[src/rtl/prod_accum.sv]
// Frame accumulator for signed multiplier products: sums up to N_ACC beats,
// rounds, shifts and saturates the frame sum, and queues results in a 2-entry FIFO.
module prod_accum #(
  parameter int P_WIDTH   = 36,
  parameter int ACC_WIDTH = 48,
  parameter int OUT_WIDTH = 18,
  parameter int N_ACC     = 16,
  parameter int SHIFT     = 17
) (
  input  logic                        clk,
  input  logic                        rst,
  input  logic                        p_valid,
  input  logic signed [P_WIDTH-1:0]   p,
  input  logic                        p_last,
  output logic                        out_valid,
  input  logic                        out_ready,
  output logic signed [OUT_WIDTH-1:0] out_data,
  output logic                        out_sat,
  output logic                        overrun
);

  localparam int CNT_W = (N_ACC > 1) ? $clog2(N_ACC) : 1;

  localparam logic signed [ACC_WIDTH:0] HALF =
    {{ACC_WIDTH{1'b0}}, 1'b1} << (SHIFT - 1);
  localparam logic signed [ACC_WIDTH:0] SAT_MAX =
    {{(ACC_WIDTH + 2 - OUT_WIDTH){1'b0}}, {(OUT_WIDTH - 1){1'b1}}};
  localparam logic signed [ACC_WIDTH:0] SAT_MIN =
    {{(ACC_WIDTH + 2 - OUT_WIDTH){1'b1}}, {(OUT_WIDTH - 1){1'b0}}};

  typedef enum logic {
    IDLE  = 1'b0,
    ACCUM = 1'b1
  } state_t;

  // One extra bit so adding the rounding constant can never overflow.
  function automatic logic signed [ACC_WIDTH:0] round_shift(
    input logic signed [ACC_WIDTH-1:0] s
  );
    logic signed [ACC_WIDTH:0] t;
    t = $signed({s[ACC_WIDTH-1], s}) + HALF;
    return t >>> SHIFT;
  endfunction

  // Returns {sat, data}.
  function automatic logic [OUT_WIDTH:0] saturate(
    input logic signed [ACC_WIDTH:0] r
  );
    if (r > SAT_MAX)
      return {1'b1, SAT_MAX[OUT_WIDTH-1:0]};
    else if (r < SAT_MIN)
      return {1'b1, SAT_MIN[OUT_WIDTH-1:0]};
    else
      return {1'b0, r[OUT_WIDTH-1:0]};
  endfunction

  state_t                        state_q, state_d;
  logic [CNT_W-1:0]              cnt_q;
  logic signed [ACC_WIDTH-1:0]   acc_q;

  logic signed [ACC_WIDTH-1:0]   p_ext;
  logic signed [ACC_WIDTH-1:0]   sum_p0;
  logic                          vld_p0;
  logic [OUT_WIDTH:0]            ent_p0;

  logic [OUT_WIDTH:0]            fifo_q [2];
  logic [1:0]                    fcnt_q;
  logic                          ovr_q;
  logic                          pop;

  // Stage p0: frame sum including the current beat, rounded and clipped.
  assign p_ext  = {{(ACC_WIDTH - P_WIDTH){p[P_WIDTH-1]}}, p};
  assign sum_p0 = (state_q == IDLE) ? p_ext : acc_q + p_ext;
  assign vld_p0 = p_valid && (p_last || (cnt_q == CNT_W'(N_ACC - 1)));
  assign ent_p0 = saturate(round_shift(sum_p0));

  always_ff @(posedge clk) begin
    if (rst) state_q <= IDLE;
    else     state_q <= state_d;
  end

  always_comb begin
    state_d = state_q;
    if (p_valid) state_d = vld_p0 ? IDLE : ACCUM;
  end

  always_ff @(posedge clk) begin
    if (rst) begin
      acc_q <= '0;
      cnt_q <= '0;
    end else if (p_valid) begin
      if (vld_p0) begin
        acc_q <= '0;
        cnt_q <= '0;
      end else begin
        acc_q <= sum_p0;
        cnt_q <= cnt_q + CNT_W'(1);
      end
    end
  end

  // Stage p1: output FIFO, head always in slot 0.
  assign out_valid = (fcnt_q != 2'd0);
  assign pop       = out_valid && out_ready;
  assign out_data  = fifo_q[0][OUT_WIDTH-1:0];
  assign out_sat   = fifo_q[0][OUT_WIDTH];
  assign overrun   = ovr_q;

  always_ff @(posedge clk) begin
    if (rst) begin
      fifo_q[0] <= '0;
      fifo_q[1] <= '0;
      fcnt_q    <= 2'd0;
      ovr_q     <= 1'b0;
    end else begin
      case ({vld_p0, pop})
        2'b10: begin
          if (fcnt_q == 2'd2) begin
            ovr_q <= 1'b1;
          end else begin
            fifo_q[fcnt_q[0]] <= ent_p0;
            fcnt_q            <= fcnt_q + 2'd1;
          end
        end
        2'b01: begin
          fifo_q[0] <= fifo_q[1];
          fcnt_q    <= fcnt_q - 2'd1;
        end
        2'b11: begin
          // Occupancy unchanged; the new entry lands behind whatever remains.
          if (fcnt_q == 2'd2) begin
            fifo_q[0] <= fifo_q[1];
            fifo_q[1] <= ent_p0;
          end else begin
            fifo_q[0] <= ent_p0;
          end
        end
        default: ;
      endcase
    end
  end

endmodule

[config.mk]
export PLATFORM = sky130hd
export DESIGN_NAME = prod_accum
export DESIGN_NICKNAME = d
export VERILOG_FILES = /design/src/rtl/prod_accum.sv
export SDC_FILE = /design/constraint.sdc
export NUM_CORES = 1
export LEC_CHECK = 0
export CAP_MARGIN = 0
export CELL_PAD_IN_SITES_DETAIL_PLACEMENT = 1
export CELL_PAD_IN_SITES_GLOBAL_PLACEMENT = 1
export CORE_UTILIZATION = 30
export CTS_CLUSTER_DIAMETER = 40
export DETAILED_ROUTE_END_ITERATION = 8
export PLACE_DENSITY_LB_ADDON = 0.25
export SYNTH_ARGS = -nofsm -noshare
export SYNTH_HDL_FRONTEND = slang
export SYNTH_SLANG_ARGS = --single-unit
[constraint.sdc]
create_clock -name clk -period 7.2 [get_ports clk]
set_input_delay 2.16 -clock clk [delete_from_list [all_inputs] [get_ports clk]]
set_output_delay 2.16 -clock clk [all_outputs]
set_load 0.02 [all_outputs]
==> results.cfg, run 1 <==
[worst_setup_path]
cp.required_ps = 7320
cp_max_fo = 9
cp-end-kind = register
cp_data_arrival_time_ps = 7090
rrSetupSlack_ps = 1960
crit_type = in -> reg
crit_chain = clkdlybuf4s50_1, ha_1, inv_1, fa_1, nand2b_1, a21oi_2, o21bai_2, a211oi_1, o2111ai_2, and4_1, nor4_4, o2111ai_2, or3_4, buf_4, or3_1, o31ai_4, buf_12, nand2_1, a32o_1
crit_top_cell = o2111ai_2
max_stage_delay_ps = 560
cp-start-kind = primary input
cp_slowest_cell = o31ai_4

[clocking]
tritoncts = done
clk_latency_ps = 360
clk_pin_slew_ps = 80
numCtsBuffers = 9
cts_max_level = 3
clock_path_buffers = 2
ctsHoldBuffers = 0
cts.sinks = 94
root_buffer = clkbuf_16

[synth]
ys.warnings.count = 0
yosysUniqueCellTypes = 92
ys_top_cells_by_area = edfxtp_1, dfxtp_1, nor2_1
ys_async_sr_fraction_pct = 0
synth_edf_count = 38
synthesis.area_um2 = 8633
ys.flop_type = dfxtp_1
yosysTopAreaCell = edfxtp_1
synth_area_per_cell_um2 = 7.715
synth_top_area_share_pct = 13.22
synth-seq-cells = 94
ys_seq_area_share_pct = 26.20
synthCells = 1119
syn_nets = 1210

[run]
cap_violations = 0

[placement]
gp_congestion = 0.8964
placed_area_um2 = 11010
pre_cts_ws_ps = -361.5
port_buffers = 61
dpl.hpwl_um = 26080

[final_layout]
num-nets-final = 1421
fillers = 3463
synthToLayoutAreaGrowth_pct = 32.54
n_antenna_cell = 0
seq_area_um2 = 2263
final_area_um2 = 11440
multi_input_area_um2 = 6128
drive_above_1_share_pct = 20.75
final_util_pct = 40.85

[global_route]
grt_max_degree = 62
grt_pass1_wl_um = 53720
grt_usage_pct = 23.54
overflow = 0
grt_pass1_vias = 9901
antenna_found_initial = 0

[outcome]
status = finished, final reports clean

[sta]
finalCriticalPeriod_ps = 6964
worst_pin_slew_ps = 1020
max_slew_margin_pct = 32.02
skew_ps = 13.39
fmax_mhz = 143.6
period_share_pct = 96.73
finalHoldViolations = 0
worst_slack_ps = 235.6
finalMaxSlewViolations = 0
setup_violations = 0
holdWs_ps = 476.1

[floorplan]
dieArea_um2 = 29460
core_area_um2 = 28010
ios = 62
initial_utilization_pct = 30.82
rows = 61
die_x_um = 171.6
die_y_um = 171.6

[hold_path]
hold_path.class = reg -> reg

[drt]
routed_wirelength_um = 33680
wl_per_cell_um = 19.66
initialDrtViolationCount = 436
vias = 9538
drt_pass1_iterations = 5
drc = 0
ant_nets = 0
via_per_inst = 5.568

[power_and_ir_drop]
powerDensity_nw_per_um2 = 155.5
power_w = 0.001779
vdd_drop_max_uv = 103.0
p_leak_nw = 4.533
## layout by cell type, fill, tap and decap left out, types with 6 or more instances in the layout
cell	netlist	routed
clkbuf_16	0	9
a211o_1	7	7
o211ai_1	18	18
and3_1	12	12
xor2_1	21	21
nand2_1	85	85
a21o_1	17	17
dfxtp_1	56	55
edfxtp_1	38	38
nand3_1	42	42
nand2b_1	12	12
inv_1	21	21
ha_1	49	48
xnor2_1	28	28
and4_1	7	7
or3_1	10	10
nor4_1	8	7
o21ai_1	8	7
mux2i_1	24	24
nor3_1	21	20
a21oi_1	109	107
buf_4	2	200
nand4_1	50	50
a31oi_1	10	9
o21ai_0	48	47
a211oi_2	4	6
nor2b_1	10	9
o21a_1	11	11
a2bb2oi_1	14	14
a22oi_1	37	37
clkdlybuf4s50_1	0	60
nor2_1	166	164
a211oi_1	9	6
## sequential cells by signal (all words and copies together) (netlist names)
register / count
acc_q: 48
cnt_q: 4
fcnt_q: 2
fifo_q: 38
overrun: 1
state_q: 1
## final timing paths
| kind | start | end | depth (start not counted) |
|---|---|---|---|
| worst max register to register | state_q$_SDFFE_PP0P_ | fifo_q[0][18]$_DFFE_PP_ | 15 |
| worst max-delay path | p[0] | fifo_q[0][18]$_DFFE_PP_ | 19 |
| worst min register to register | overrun$_SDFFE_PP0P_ | overrun$_SDFFE_PP0P_ | 2 |
| worst min-delay path | overrun$_SDFFE_PP0P_ | overrun$_SDFFE_PP0P_ | 2 |
## cells in the mapped netlist, types with 7 or more instances
cell type / number
nor2b_1: 10
nor3_1: 21
a21oi_1: 109
a31oi_1: 10
buf_2: 13
nand4_1: 50
nand2_1: 85
xor2_1: 21
ha_1: 49
a21o_1: 17
nand3_1: 42
nor4_1: 8
edfxtp_1: 38
o21a_1: 11
a211o_1: 7
and3_1: 12
o21ai_1: 8
clkbuf_1: 44
and4_1: 7
mux2i_1: 24
a2bb2oi_1: 14
nor2_1: 166
dfxtp_1: 56
o211ai_1: 18
o21ai_0: 48
xnor2_1: 28
or3_1: 10
a22oi_1: 37
a211oi_1: 9
nand2b_1: 12
inv_1: 21
## power by group
| part | switching (W) | internal [W] |
|---|---|---|
| clock network | 0.000253 | 0.000309 |
| registers | 0.0000200 | 0.000586 |
| logic | 0.000348 | 0.000263 |
| total | 0.000621 | 0.00116 |
## cell families after synthesis
logic type / Yosys count / share of synthesized area [%]
and+or+nand+nor: 455 / 25.88
AOI/OAI and AO/OA: 358 / 28.33
DFF: 94 / 26.20
buffers and inverters: 87 / 4.232
adders and majority gates: 50 / 7.333
xor gates and xnor gates: 49 / 4.971
muxes: 26 / 3.043
## worst max-delay path: cells and delay by family
kind | cells | cell delay, ps
AOI/OAI and AO/OA | 7 | 1890
and+or+nand+nor | 6 | 1580
buffers and inverters | 4 | 890
adders and majority gates | 2 | 550
## timing repair
item                                    4_1_cts  5_1_grt
gates cloned                                  0        0
resized for setup                             1       22
setup buffers                                 0        1
pin swaps                                     0        7
endpoints found under the setup margin        2       36
## final cells by class
cell class	count	area share [%]
clock buffer	10	2.001
clock inverter	6	0.8311
inverter	23	0.7545
multi-input combinational	938	53.56
sequential	94	19.78
tap	378	4.133
timing repair buffer	264	18.94
## per-stage QoR
stage               cells  TNS [ps]
floorplan            1119         0
global placement     1696     -2823
detailed placement   1696     -7643
CTS                  1712         0
global route         1713     -1409
finish               1713         0
## metal layers
| metal | part of all wire (%) | global-route usage [%] | up-vias |
|---|---|---|---|
| met5 | 0 | 0 | - |
| met4 | 2.4 | 7.337 | 0 |
| met3 | 2.5 | 2.140 | 38 |
| met2 | 48 | 40.71 | 153 |
| met1 | 47 | 30.69 | 4696 |
| li1 | - | - | 4651 |
No activity file was read; power rests on OpenSTA's default activity.
==> run 2: changes to the inputs <==
CORE_ASPECT_RATIO = 1.25   (was unset)
REMOVE_ABC_BUFFERS = 1   (was unset)
==> results.cfg, run 2 (synthesis gave the netlist of run 1 again) <==
[outcome]
status = finished, final reports clean

[clocking]
ctsHoldBuffers = 0
tritoncts = done
cts.sinks = 94
clk_latency_ps = 380
clk_pin_slew_ps = 70
numCtsBuffers = 9
root_buffer = clkbuf_16
cts_max_level = 3
clock_path_buffers = 2
cts_setup_buffers = 0

[run]
cap_violations = 0

[final_layout]
reg_top3 = acc_q x48, fifo_q x38, cnt_q x4
synthToLayoutAreaGrowth_pct = 29.80
n_antenna_cell = 0
top_register = acc_q
mostFrequentLayoutCells = buf_4, nor2_1, a21oi_1
final_common_cell = buf_4
num-nets-final = 1392
largest_reg_flops = 48
drive_above_1_share_pct = 18.76
final_area_um2 = 11210

[sta]
rsz0062_at_grt = false
max_slew_margin_pct = 44.58
worst_pin_slew_ps = 831.3
finalHoldViolations = 0
holdWs_ps = 492.7
period_share_pct = 96.07
fmax_mhz = 144.6
setup_violations = 0
finalCriticalPeriod_ps = 6917
finalMaxSlewViolations = 0
skew_ps = 20.70

[worst_setup_path]
cp_slowest_cell = clkdlybuf4s50_1
crit_type = in -> reg
cp-startpoint = p[24]
crit_chain = clkdlybuf4s50_1, ha_1, a21oi_1, o21ai_0, a21boi_1, buf_4, a2111oi_2, buf_4, o2111ai_1, a211o_1, and3_1, or3_1, nor4_2, xnor2_1, a31o_2, nand4_1, buf_4, o21ai_4, buf_12, o211ai_1
critPathTopFamily = compound AO/OA/AOI/OAI gates
r2r_start = acc_q[24]$_SDFFE_PP0P_
max_stage_delay_ps = 480
cp-start-kind = primary input
cp_max_fo = 9
crit_top_cell = buf_4
crit_buf_inv = 5
cp-end-kind = register
cp.required_ps = 7310
cp_data_arrival_time_ps = 7030

[placement]
placed_area_um2 = 10770
port_buffers = 61
dpl.hpwl_um = 25010
gp_congestion = 0.8991

[floorplan]
die_x_um = 153.7
die_y_um = 191.7
rows = 69
dieArea_um2 = 29460
ios = 62
initial_utilization_pct = 30.40
core_area_um2 = 28400

[power_and_ir_drop]
vdd_drop_max_uv = 110.1
p_leak_nw = 4.417
p_clk_share_pct = 30.7
p_switching_w = 0.0006114
power_frac_seq_pct = 34.8
swShare_pct = 35.49
powerDensity_nw_per_um2 = 153.8
power.internal_w = 0.001112
comb_power_share_pct = 34.5

[global_route]
grt_pass1_wl_um = 50620
grt_max_degree = 62
overflow = 0
grt_usage_pct = 21.88
grt_pass1_vias = 9469
antenna_found_initial = 0

[drt]
drt_pass1_iterations = 7
initialDrtViolationCount = 376
vias = 9342
wl_per_cell_um = 19.18
drc = 0
via_per_inst = 5.624
routed_wirelength_um = 31860
ant_nets = 0

[hold_path]
hold_path.class = reg -> reg
hp-start = overrun$_SDFFE_PP0P_
## run 2: cell types whose count changed in the layout (fill, tap and decap cells not counted), moves of 3 or more
cell      before  now
buf_4        200  169
clkinv_4       3    0
inv_6          1    4
o21ai_1        7   10
o21ai_2        4    1
## run 2: final cells by class
class	count	area, µm²
sequential	94	2263
timing repair buffer	235	1979
multi-input combinational	938	6130
tap	355	444.2
clock inverter	7	77.57
fill	3432	17200
clock buffer	9	225.2
inverter	23	86.33
## run 2: power by group through the flow
stage	clock network [W]	registers, W	logic, W
after CTS	0.000543	0.000599	0.000587
after global placement	0	0.000610	0.000575
after floorplan	0	0.000627	0.000307
after detailed placement	0	0.000612	0.000584
final	0.000529	0.000599	0.000595
after global routing	0.000563	0.000602	0.000648
## run 2: final timing paths
path | slack, ps | depth (start not counted) | end
min | 490 | 2 | overrun$_SDFFE_PP0P_
max | 280 | 20 | fifo_q[0][1]$_DFFE_PP_
max reg2reg | 2240 | 19 | fifo_q[0][1]$_DFFE_PP_
min reg2reg | 490 | 2 | overrun$_SDFFE_PP0P_
## run 2: metrics by stage
stage | instances | setup TNS [ps] | worst slack [ps] | total power, W | utilization [%]
floorplan | 1055 | -12690 | -541.3 | 0.0009341 | -
global placement | 1644 | -4908 | -173.5 | 0.001185 | 37.93
detailed placement | 1644 | -10490 | -328.0 | 0.001196 | 37.93
CTS | 1660 | 0 | 52.53 | 0.001730 | 38.99
global route | 1661 | 0 | 14.80 | 0.001813 | 39.45
finish | 1661 | 0 | 283.1 | 0.001723 | 39.45
## run 2: worst register-to-register path, delay by kind of cell (launching register included)
kind	cells	cell delay, ps
xor gates and xnor gates	1	180
AOI/OAI and AO/OA	9	2010
buffers and inverters	4	720
DFF	1	340
and+or+nand+nor	4	1030
adders and majority gates	1	420
## run 2: layer usage
metal	vias to the layer above	wire length [µm]	GRT usage, %
met4	0	585	6.962
met5	-	0	0
met1	4599	13910	25.86
met3	32	697	1.805
met2	129	16660	41.47
li1	4582	-	-
## run 2: timing repair
item	4_1_cts	5_1_grt
endpoints found under the setup margin	0	36
gates resized for setup	0	23
hold endpoints to repair	0	0
==> run 3: changes to the inputs <==
CTS_CLUSTER_SIZE = 16   (was unset)
==> results of run 3 <==
Final layout, timing and power as in run 2 (identical DEF).
